`src/rtl/wait_merge_sched.sv`:
```
`default_nettype none
// ============================================================================
// Module   : wait_merge_sched
// Brief    : N-way drive/free join with settle delay, watchdog and overflow flag
// Revision : 1.0
// ============================================================================
module wait_merge_sched #(
   parameter int NUM_IN   = 2,
   parameter int FIRE_DLY = 1,
   parameter int TO_W     = 16
) (
   input  logic              clk,
   input  logic              rst,
   input  logic [NUM_IN-1:0] i_drive,
   output logic [NUM_IN-1:0] o_free,
   input  logic [NUM_IN-1:0] i_en_mask,
   output logic              o_driveNext,
   input  logic              i_freeNext,
   input  logic [TO_W-1:0]   i_timeout_lim,
   output logic              o_busy,
   output logic              o_timeout,
   output logic [NUM_IN-1:0] o_missing,
   output logic              o_ovf,
   input  logic              i_clr_err
);

   localparam logic [7:0] c_FIRE_DLY = 8'(FIRE_DLY);

   typedef enum logic [1:0] {
      S_COLLECT   = 2'd0,
      S_FIRE      = 2'd1,
      S_WAIT_FREE = 2'd2
   } state_t;

   state_t              r_state;
   state_t              w_state_nxt;
   logic [NUM_IN-1:0]   r_mask;
   logic [NUM_IN-1:0]   r_pend;
   logic [NUM_IN-1:0]   r_free;
   logic [NUM_IN-1:0]   r_missing;
   logic [7:0]          r_dly;
   logic [TO_W-1:0]     r_to_cnt;
   logic                r_timeout;
   logic                r_ovf;

   logic [NUM_IN-1:0]   w_drv_en;
   logic [NUM_IN-1:0]   w_acc;
   logic                w_ovf_ev;
   logic                w_join;
   logic                w_fire_now;
   logic                w_free_ev;
   logic                w_to_run;
   logic                w_to_hit;
   logic [TO_W-1:0]     w_to_inc;

   always_comb begin
      w_drv_en   = i_drive & r_mask;
      w_acc      = '0;
      w_ovf_ev   = 1'b0;
      w_join     = 1'b0;
      if (r_state == S_COLLECT) begin
         w_acc    = w_drv_en & ~r_pend;
         w_ovf_ev = |(w_drv_en & r_pend);
         w_join   = (r_mask != '0) && ((r_pend | w_drv_en) == r_mask);
      end else begin
         w_ovf_ev = |w_drv_en;
      end
      w_fire_now = (r_state == S_FIRE) && (r_dly == 8'd0);
      w_free_ev  = (r_state == S_WAIT_FREE) && i_freeNext;
      w_to_run   = (r_state == S_COLLECT) && (r_pend != '0) && (i_timeout_lim != '0);
      w_to_inc   = r_to_cnt + TO_W'(1);
      // fires once on the increment that lands on the limit, then the count holds
      w_to_hit   = w_to_run && (r_to_cnt != i_timeout_lim) && (w_to_inc == i_timeout_lim);
   end

   always_comb begin
      w_state_nxt = r_state;
      case (r_state)
         S_COLLECT:   if (w_join)     w_state_nxt = S_FIRE;
         S_FIRE:      if (w_fire_now) w_state_nxt = S_WAIT_FREE;
         S_WAIT_FREE: if (w_free_ev)  w_state_nxt = S_COLLECT;
         default:                     w_state_nxt = S_COLLECT;
      endcase
   end

   always_ff @(posedge clk or negedge rst) begin
      if (!rst) begin
         r_state <= S_COLLECT;
      end else begin
         r_state <= w_state_nxt;
      end
   end

   always_ff @(posedge clk or negedge rst) begin
      if (!rst) begin
         r_mask    <= '0;
         r_pend    <= '0;
         r_free    <= '0;
         r_dly     <= 8'd0;
         r_to_cnt  <= '0;
         r_timeout <= 1'b0;
         r_missing <= '0;
         r_ovf     <= 1'b0;
      end else begin
         // mask is frozen once any token of the round has been accepted
         if ((r_state == S_COLLECT) && (r_pend == '0) && (w_acc == '0)) begin
            r_mask <= i_en_mask;
         end

         if (w_free_ev) begin
            r_pend <= '0;
         end else begin
            r_pend <= r_pend | w_acc;
         end

         r_free <= w_free_ev ? r_mask : '0;

         if (w_join) begin
            r_dly <= c_FIRE_DLY;
         end else if ((r_state == S_FIRE) && (r_dly != 8'd0)) begin
            r_dly <= r_dly - 8'd1;
         end

         if (!w_to_run) begin
            r_to_cnt <= '0;
         end else if (r_to_cnt != i_timeout_lim) begin
            r_to_cnt <= w_to_inc;
         end

         if (w_to_hit) begin
            r_timeout <= 1'b1;
            r_missing <= r_mask & ~r_pend;
         end else if (i_clr_err) begin
            r_timeout <= 1'b0;
            r_missing <= '0;
         end

         if (w_ovf_ev) begin
            r_ovf <= 1'b1;
         end else if (i_clr_err) begin
            r_ovf <= 1'b0;
         end
      end
   end

   assign o_free      = r_free;
   assign o_driveNext = w_fire_now;
   assign o_busy      = (r_pend != '0) || (r_state != S_COLLECT);
   assign o_timeout   = r_timeout;
   assign o_missing   = r_missing;
   assign o_ovf       = r_ovf;

endmodule
`default_nettype wire

```
`config.mk`:
```
export PLATFORM = sky130hd
export DESIGN_NAME = wait_merge_sched
export DESIGN_NICKNAME = d
export VERILOG_FILES = /design/src/rtl/wait_merge_sched.sv
export SDC_FILE = /design/constraint.sdc
export NUM_CORES = 1
export LEC_CHECK = 0
export ABC_AREA = 0
export ABC_CLOCK_PERIOD_IN_PS = 1900
export CORE_MARGIN = 1
export CORE_UTILIZATION = 30
export CTS_CLUSTER_SIZE = 8
export DETAILED_ROUTE_END_ITERATION = 8
export GPL_TIMING_DRIVEN = 0
export PLACE_DENSITY = 0.48
export SETUP_SLACK_MARGIN = 0.02
export SYNTH_ARGS = -nofsm -noshare
export SYNTH_HDL_FRONTEND = slang
export SYNTH_SLANG_ARGS = --single-unit
```
`constraint.sdc`:
```
create_clock -name clk -period 1.9 [get_ports clk]
set_input_delay 0.38 -clock clk [delete_from_list [all_inputs] [get_ports clk]]
set_output_delay 0.38 -clock clk [all_outputs]
set_load 0.02 [all_outputs]
```
# Yosys cells after proc, flatten, opt, wreduce, memory -nomap -nowiden
# Cells that the tools add are included.
[word_totals] register_bits=36 latch_bits=0 ram_bits=0 romBits=0 inputBits=24 out_inout_bits=8 word_cells=71 mem_count=0
[op_classes] n_addsub=2 mul=0 div=0 n_lt_le_gt_ge=0 n_eq_ne=9 n_shift=0 mux=18 bitwise=7 n_reduce_logical=26
[op_table] cell="two-way mux 16 bit" count=2
[op_table] cell="adder 16 x 1 -> 16 bit (second input constant)" count=1
[op_table] cell="equality test 16 bit" count=1
[op_table] cell="two-way mux 2 bit" count=8
[op_table] cell="two-way mux 8 bit" count=2
[op_table] cell="inequality test 16 bit" count=1
[op_table] cell="nonzero test 16 bit" count=1
[op_table] cell="nonzero test 2 bit" count=6
[op_table] cell="logical AND 1 bit" count=10
[op_table] cell="bitwise AND 2 bit" count=4
[op_table] cell="zero test 8 bit" count=1
[op_table] cell="nonzero test 8 bit" count=1
[op_table] cell="subtractor 8 x 1 -> 8 bit (second input constant)" count=1
[op_table] cell="zero test 2 bit" count=3
[op_table] cell="inequality test 2 bit (second input constant)" count=3
[op_table] cell="case mux 2 bit (3 select lines)" count=1
[op_table] cell="two-way mux 1 bit" count=5
[op_table] cell="bitwise OR 2 bit" count=2
[op_table] cell="OR reduction 2 bit" count=2
[op_table] cell="AND reduction 3 bit" count=1
[op_table] cell="equality test 2 x 1 -> 1 bit (second input constant)" count=1
[op_table] cell="equality test 2 bit" count=1
[op_table] cell="equality test 2 bit (second input constant)" count=1
[op_table] cell="inequality test 2 x 1 -> 1 bit (second input constant)" count=1
[op_table] cell="other kinds (2)" count=2

# Longest topological paths before layout
[depth] depth_word=7 mapped_depth=9 depth_no_buf=7

# Worst setup path after synthesis
# No wires, ideal clock.
[synth_path] path_type="register -> output" from="register r_dly[4]" to="output port o_driveNext" t_arrival_ns=1.777 required_ns=1.520 setup_slack_ns=-0.257 path_stages_with_launch=4 path_buffers=0 cell_sequence="dfrtp_1 nor4_1 nand2_1 nor4b_1"
[synth_between] elab_chain_cells=2
[synth_lines] item="from (decl)" line_no="41" source="logic [7:0] r_dly;"
[synth_lines] item="from (signal assigned)" line_no="119" source="r_dly <= c_FIRE_DLY;"
[synth_lines] item="from (signal assigned)" line_no="121" source="r_dly <= r_dly - 8'd1;"
[synth_lines] item="zero test 8 bit" line_no="68" source="w_fire_now = (r_state == S_FIRE) && (r_dly == 8'd0);"
[synth_lines] item="logical AND 1 bit" line_no="68"
[synth_lines] item="to (decl)" line_no="17" source="output logic o_driveNext,"
# Every way passes these cells.

# Worst setup path after layout
[layout_path] from="register r_to_cnt[15]" to="register r_to_cnt[14]"
[layout_between] elab_chain_cells=2
[layout_lines] item="from (decl)" line_no="42" source="logic [TO_W-1:0] r_to_cnt;"
[layout_lines] item="from (signal assigned)" line_no="127" source="r_to_cnt <= w_to_inc;"
[layout_lines] item="inequality test 16 bit" line_no="126" source="end else if (r_to_cnt != i_timeout_lim) begin"
[layout_lines] item="inequality test 2 x 1 -> 1 bit (no line)"
# Every way passes these cells.
# A chain may end at the register's enable or synchronous reset.

==> flow_summary.ini <==
[outcome]
outcome = complete, but fails checks
violations = negative setup slack

[min_path]
holdCritPathClass = primary input to asynchronous set/reset pin

[power]
ir_drop_uv = 513
p_leak_uw = 0.00145
p_per_area_nw_per_um2 = 777
total_power_uw = 2810

[clock_network]
clkSlewWorstSetupHoldPaths_ns = 0.08
tritoncts = yes
root_buffer = clkbuf_8
clk_latency_ns = 0.30
clockBufferDepth = 2
h-tree-depth = 2
cts.sinks = 36
cts_buffers = 5

[logic_synthesis]
ys_warn_count = 0
synth-edff-count = 0
synth-main-ff-cell = dfrtp_1
synth_cells = 276
avgSynthCellArea_sq_um = 9.05
synth_seq_cells = 36
ys_seq_area_frac = 0.361
ys_types = 53
synth_area_sq_um = 2500
async_flop_share = 1.00
syn-num-nets = 303

[grt]
grt_pass1_wl_um = 11100
grt_overflow = 0
antenna_found_initial = 0
grt_use_total = 0.163
grt_pass1_vias = 2289
grt_max_degree = 37

[floorplanning]
io_pins = 32
die_w_um = 93.2
row_count = 32
initial_utilization = 0.317
die_y_um = 93.2
die_area_sq_um = 8690
core_region_area_sq_um = 7890

[sta]
drv_slew = 0
worst_slack_ns = -0.161
slew_headroom = 0.432
hold_violations = 0
max_clock_freq_ghz = 0.485
clock-skew-final_ns = 0.00881
setup_viol = 20
fin_setup_tns_ns = -1.96
fin_crit_sh = 1.08
rsz0062_at_grt = true
worstMarginPinSlew_ns = 0.852
period_minus_slack_ns = 2.06

[route]
wl_per_cell_um = 15.6
met3WireLength_um = 302
wl_um = 6960
drt-vias-per-instance = 5.10
wl_met2_um = 3380
first_pass_iters = 4
ant_nets = 0
drt_iter0_markers = 111
met1_length_um = 3200
num_vias = 2275
drc = 0
highest_layer = met4

[setup_path]
crit_start = r_to_cnt[15]$_DFFE_PN0P_
critPathArrivalTime_ns = 2.24
crit_required_ns = 2.08
startpoint_type = register
rr_startpoint = r_to_cnt[15]$_DFFE_PN0P_
cp-end-kind = register
path_max_fanout = 7
critical_path_class = register to register

[finish]
num_antenna_cells = 0
drive_above_1_share = 0.317
regArea_sq_um = 913
n_fill_cell = 755
most-common-layout-cells = buf_4 (32), nor2_1 (31), dfrtp_1 (26), nand2_1 (21), xor2_1 (17)
stdcell_area_sq_um = 3610
mostFrequentLayoutCell = buf_4
syn_to_final_growth_pct = 44.7
multi_input_comb_area_sq_um = 1740
final_cells = 446
nets = 370

[run]
maxCapViolCount = 0

[placement]
gp_congestion = 0.813
place_ws_ns = -0.712
dp.cells = 409
placement.io_buffers = 31
dpl_cell_area_sq_um = 2990
dp_hpwl_um = 4540
[metal layers]
layer  vias up  GRT usage
li1       1105          -
met1      1113      0.211
met2        50      0.279
met3         7     0.0309
met4         0     0.0436
met5         -          0
[cells in the mapped netlist, types with 2 or more instances]
| library cell | n | area, sq um |
|---|---|---|
| nor4_2 | 3 | 37.5 |
| o2111ai_1 | 3 | 26.3 |
| xnor2_2 | 2 | 32.5 |
| clkbuf_1 | 3 | 11.3 |
| o221ai_1 | 2 | 17.5 |
| buf_4 | 3 | 22.5 |
| nand2_1 | 22 | 82.6 |
| o21ai_1 | 3 | 15.0 |
| or3_1 | 4 | 25.0 |
| inv_1 | 10 | 37.5 |
| ha_1 | 3 | 37.5 |
| nor3_1 | 5 | 25.0 |
| o31ai_1 | 2 | 15.0 |
| a21oi_1 | 5 | 25.0 |
| nand2b_1 | 11 | 68.8 |
| mux2i_1 | 2 | 20.0 |
| nand3_1 | 6 | 30.0 |
| xnor2_1 | 20 | 175 |
| buf_6 | 3 | 33.8 |
| nand4_2 | 3 | 37.5 |
| nand4_1 | 6 | 37.5 |
| nor4_1 | 10 | 62.6 |
| or4_1 | 3 | 22.5 |
| buf_2 | 4 | 20.0 |
| and3_1 | 2 | 12.5 |
| o21ai_2 | 5 | 43.8 |
| o21ai_0 | 14 | 70.1 |
| nor4b_1 | 2 | 17.5 |
| a211oi_1 | 2 | 15.0 |
| nor2b_1 | 5 | 31.3 |
| nor2_1 | 32 | 120 |
| xor2_1 | 19 | 166 |
| dfrtp_1 | 36 | 901 |
| or2_2 | 2 | 12.5 |
[critical path, stage by stage, from the launching register on]
cell,delay (ns)
dfrtp_1,0.42
xnor2_2,0.18
nand2_1,0.11
or4_4,0.55
buf_12,0.16
buf_12,0.14
o211ai_2,0.14
xor2_1,0.18
nor2_1,0.05
[metrics by stage]
step | hold WS (ns) | utilization
3_5_place_dp | 0.505 | 0.379
2_1_floorplan | 0.0844 | -
3_3_place_gp | 0.506 | 0.380
6_report | 0.183 | 0.458
5_1_grt | 0.263 | 0.458
4_1_cts | 0.227 | 0.432
[final timing paths]
kind	end	slack (ns)	depth (start not counted)
max	r_to_cnt[14]$_DFFE_PN0P_	-0.16	8
max reg2reg	r_to_cnt[14]$_DFFE_PN0P_	-0.16	8
max in group asynchronous	r_pend[1]$_DFF_PN0_	1.12	1
min reg2reg	o_timeout$_DFFE_PN0P_	0.51	2
min in group clk	o_timeout$_DFFE_PN0P_	0.51	2
min	r_to_cnt[9]$_DFFE_PN0P_	0.18	1
[power by group]
group,switching [uW],internal (uW)
Sequential,183,905
Clock,301,295
Combinational,569,555
Total,1050,1760
[cell type report]
type,count,area share
repair buffers,63,0.153
inverters,10,0.0104
multi-input cells,215,0.481
clock buffers,7,0.0239
plain buffers,12,0.0419
well taps,102,0.0353
clock inverters,1,0.00208
flip-flops and latches,36,0.253
[flip-flops by register name (all words and copies together), names as in the netlist]
name and flops:
r_to_cnt 16, r_dly 8, o_free 2, o_missing 2, r_mask 2, r_pend 2, r_state 2, o_ovf 1
o_timeout 1
[cells by family (layout without fill, tap and decap cells)]
| logic type | Yosys count | count (layout) | synth area share |
|---|---|---|---|
| AND/OR/NAND/NOR | 122 | 122 | 0.271 |
| multiplexers | 2 | 2 | 0.00802 |
| flip-flops | 36 | 36 | 0.361 |
| buffers and inverters | 25 | 93 | 0.0596 |
| AO/OA/AOI/OAI | 47 | 47 | 0.136 |
| adder cells (fa/ha/maj) | 3 | 3 | 0.0150 |
| XOR/XNOR | 41 | 41 | 0.150 |
[repair_timing]
item                       in CTS  in global routing
pin swaps                      26                 22
setup endpoints to repair      24                 23
buffers inserted               22                  8
hold buffers                    0                  0
gates resized for setup        54                 24
gates cloned                    0                  2
(Power assumes the default switching activity.)
==> patch 1 (same flow settings) <==
Reset style: synchronous (`rst`), changed in 2 clocked blocks.
--- a/src/rtl/wait_merge_sched.sv
+++ b/src/rtl/wait_merge_sched.sv
@@ -83,7 +83,7 @@
       endcase
    end
 
-   always_ff @(posedge clk or negedge rst) begin
+   always_ff @(posedge clk) begin
       if (!rst) begin
          r_state <= S_COLLECT;
       end else begin
@@ -91,7 +91,7 @@
       end
    end
 
-   always_ff @(posedge clk or negedge rst) begin
+   always_ff @(posedge clk) begin
       if (!rst) begin
          r_mask    <= '0;
          r_pend    <= '0;
Check against the original RTL: differs if rst is asserted again (counterexample within 4 cycles, from zero or initial values and one cycle with rst low); with rst held inactive, the same outputs for 10 cycles.
==> patch 1 against the unedited design <==
  * The flow still finishes with violations (negative setup slack)
  * Power fell by 1.2%
  * Register-to-register slack better by 220 ps
  * Wire length shrank 6.2%
  * Worst setup slack improved by 160 ps
  * Sequential cell count did not move
  * Synthesized cell count rose by 0.36%
  * Synthesized area decreased by 7.7%
  * Final area is 6.7% lower
  * Critical path type is now register to output port
  * Largest cell class unchanged
==> patch 1: results (changes against the unedited design) <==
[yosys]
synth_compound_area_share_pct=14.71  ; +1.1 points
synth_area_leaders=dfxtp_1, xnor2_1, nor2_1
synth_commonest_cells=dfxtp_1, nor2_1, xnor2_1, nand2_1, nand3_1
seq_area_frac_synth_pct=31.27  ; -4.8 points
synth_mux_area_share_pct=1.303  ; +0.50 points
dominantRegCellSynth=dfxtp_1
async_flop_share_pct=0  ; -100 points
avgSynthCellArea_sq_um=8.320  ; -8.0%
syn_nets=304  ; +0.33%

[grt]
use_met3_pct=3.565  ; +0.48 points
grt_usage_pct=16.91  ; +0.56 points
grt_pass1_vias=2122  ; -7.3%
grt_pass1_wl_um=10340  ; -6.8%
grt_util_met2_pct=26.58  ; -1.3 points
grt_max_degree=13  ; -65%

[critical_path]
critPathKind=register to output port
startpoint=r_dly[5]
cp_top_family=simple AND/OR/NAND/NOR gates
r2r_end=o_missing[1]
crit_arrival_ps=1520  ; -720 ps
worst-path-max-fanout=3  ; -4
r2r_start=r_to_cnt[1]
rrSetupSlack_ps=60  ; +220 ps
critPathCapture=o_driveNext

[sta]
fin_ws_ps=-1.595  ; +159.6 ps
fin_hold_ws_ps=484.3  ; +301.6 ps
setup_tns_ps=-1.595  ; +1960 ps
finalSetupViolCount=1  ; -95%
worstMarginPinSlew_ps=563.6  ; -288.5 ps

[placement]
portBuffers=30  ; -3.2%
place_ws_ps=-619.3  ; +92.99 ps
dpl.cell_count=406  ; -0.73%
dp_hpwl_um=4374  ; -3.6%
place_area_sq_um=2738  ; -8.5%

[drt]
drt_iter0_markers=90  ; -19%
drt-met1-wl_um=3226  ; +0.78%
vias_per_cell=4.981  ; -2.3%
wl_per_cell_um=15.14  ; -2.9%
met2_length_um=2942  ; -13%
met3_wirelength_um=291  ; -3.6%

[power_and_ir_drop]
peakVddDrop_v=0.0005162  ; +0.64%
p_leak_nw=1.225  ; -16%

[final_layout]
drive_gt1_share_pct=31.33  ; -0.36 points
fin_nets=358  ; -3.2%

[min_path]
hold_class=register to register

[status]
violations=negative setup slack
status=complete, but fails checks

patch 1: changes by cell type in the layout (fill, tap and decap cells not counted), moves of 9 or more:
cell	before	now
dfrtp_1	26	0
xnor2_1	12	27
buf_4	32	19
dfxtp_2	0	9
dfrtp_2	10	0
xor2_1	17	6
o21ai_0	14	4
dfxtp_1	0	22
patch 1: layout make-up:
type	instances	area (sq um)
fill	709	3959
buffer	11	88.84
tap	99	123.9
multi-input combinational	220	1817
inverter	8	30.03
clock inverter	2	13.76
sequential	36	750.7
clock buffer	6	82.58
timing repair buffer	49	465.4
patch 1: repair_timing:
item                       4_1_cts  5_1_grt
pin swaps                       12       13
gates cloned                     1        1
setup endpoints to repair       21       21
setup buffers                    6       12
gates resized for setup         62       40
patch 1: where the power goes:
part	internal (mW)	total, mW	switching (mW)
Combinational	0.540	1.15	0.609
Clock	0.297	0.599	0.302
Sequential	0.872	1.03	0.156
==> patch 2 (same flow settings) <==
Without the edit above. The parameter `NUM_IN` goes from 2 to 4.
--- a/src/rtl/wait_merge_sched.sv
+++ b/src/rtl/wait_merge_sched.sv
@@ -5,7 +5,7 @@
 // Revision : 1.0
 // ============================================================================
 module wait_merge_sched #(
-   parameter int NUM_IN   = 2,
+   parameter int NUM_IN   = 4,
    parameter int FIRE_DLY = 1,
    parameter int TO_W     = 16
 ) (
Ports: changed (resized i_drive, i_en_mask, o_free and o_missing); port bits go from 32 to 40. The function was not compared with the original's and may differ.
==> patch 2 against the unedited design <==
  * The run still ends with negative setup slack left
  * Wire length grew 0.12%
  * Synthesized area grew 7.0%
  * Highest routed layer unchanged
  * Utilization shrank 0.48 points
  * Power grew 27%
  * Worst setup slack lost 6.0 ps
  * Sequential cell count grew 8
  * Synthesized cell count grew 2.2%
  * Final area grew 8.9%
==> patch 2: results (changes against the unedited design) <==
[status]
status=complete, but fails checks
violations=negative setup slack

[sta]
fin_hold_ws_ps=93.02  ; -89.73 ps
finClkSkew_ps=8.995  ; +0.1815 ps
slew_headroom_pct=57.95  ; +15 points
fin_ws_ps=-167.2  ; -5.987 ps
finalSetupViolCount=6  ; -70%
setup_tns_ps=-861.3  ; +1100 ps

[yosys]
post_synth_num_cell_types=49  ; -7.5%
synth_area_leaders=dfrtp_1, xnor2_1, nor2_1
avgSynthCellArea_sq_um=9.477  ; +4.7%
synthAdderAreaFrac_pct=1.404  ; -0.099 points
synth-xor-area-share_pct=14.75  ; -0.23 points
seq_area_frac_synth_pct=41.20  ; +5.1 points
syn_nets=313  ; +3.3%
synth_compound_area_share_pct=11.80  ; -1.8 points
synth_mux_area_share_pct=3.184  ; +2.4 points

[grt]
grt_max_degree=26  ; -30%
grt_pass1_vias=2341  ; +2.3%
grt_usage_pct=15.57  ; -0.78 points
grt_pass1_wl_um=11080  ; -0.19%

[critical_path]
r2r_end=o_missing[1]
r2r_start=r_to_cnt[0]
worst-path-max-fanout=5  ; -2
cp_slowest_stage_delay_ps=440  ; -110 ps
slowest_stage=dfrtp_2
cp_top_family=compound AO/OA/AOI/OAI gates

[final_layout]
final_util_pct=45.33  ; -0.48 points
layout.cells.non_filler=467  ; +4.7%
fin_nets=389  ; +5.1%
drive_gt1_share_pct=28.13  ; -3.6 points

[placement]
dpl.cell_count=430  ; +5.1%
place_congestion=0.7534  ; -7.4%
place_area_sq_um=3266  ; +9.2%
dp_hpwl_um=4747  ; +4.6%
place_ws_ps=-731.9  ; -19.56 ps
portBuffers=39  ; +26%

[clock_network]
post_cts_resized=48  ; -11%
cts_setup_buffers=26  ; +18%

[drt]
drt_iter0_markers=57  ; -49%
first_pass_iters=4  ; unchanged
vias_per_cell=5.021  ; -1.6%
wl_um=6964  ; +0.12%

[power_and_ir_drop]
p_leak_nw=1.592  ; +9.6%
peakVddDrop_v=0.0005144  ; +0.29%
sequentialPowerShare_pct=40.9  ; +2.2 points
clockPowerShare_pct=22.3  ; +1.1 points
power_switching_share_pct=36.46  ; -1.0 points

==> patch 2: cell types whose count changed after synthesis, moves of 5 or more <==
| cell | delta |
|---|---|
| a211oi_1 | +6 |
| a31oi_1 | +6 |
| and2_1 | +5 |
| dfrtp_1 | +8 |
| o21ai_0 | -11 |
| o21ai_2 | -5 |
| xnor2_1 | +14 |
| xor2_1 | -8 |
==> patch 2: layer usage <==
metal | GRT usage, % | wire (um) | part of all wire, % | up-vias
li1 | - | - | - | 1156
met1 | 20.80 | 3171 | 46 | 1123
met2 | 25.59 | 3356 | 48 | 54
met3 | 3.052 | 324 | 4.7 | 12
met4 | 4.534 | 110 | 1.6 | 0
met5 | 0 | 0 | 0 | -
==> patch 2: cell type report <==
type / count / area share [%]
Multi-Input combinational cell: 218 / 45.58
Sequential cell: 44 / 28.21
Timing Repair Buffer: 70 / 16.41
Tap cell: 108 / 3.435
Clock buffer: 7 / 2.449
Buffer: 9 / 2.195
Inverter: 10 / 0.9542
Clock inverter: 1 / 0.7634
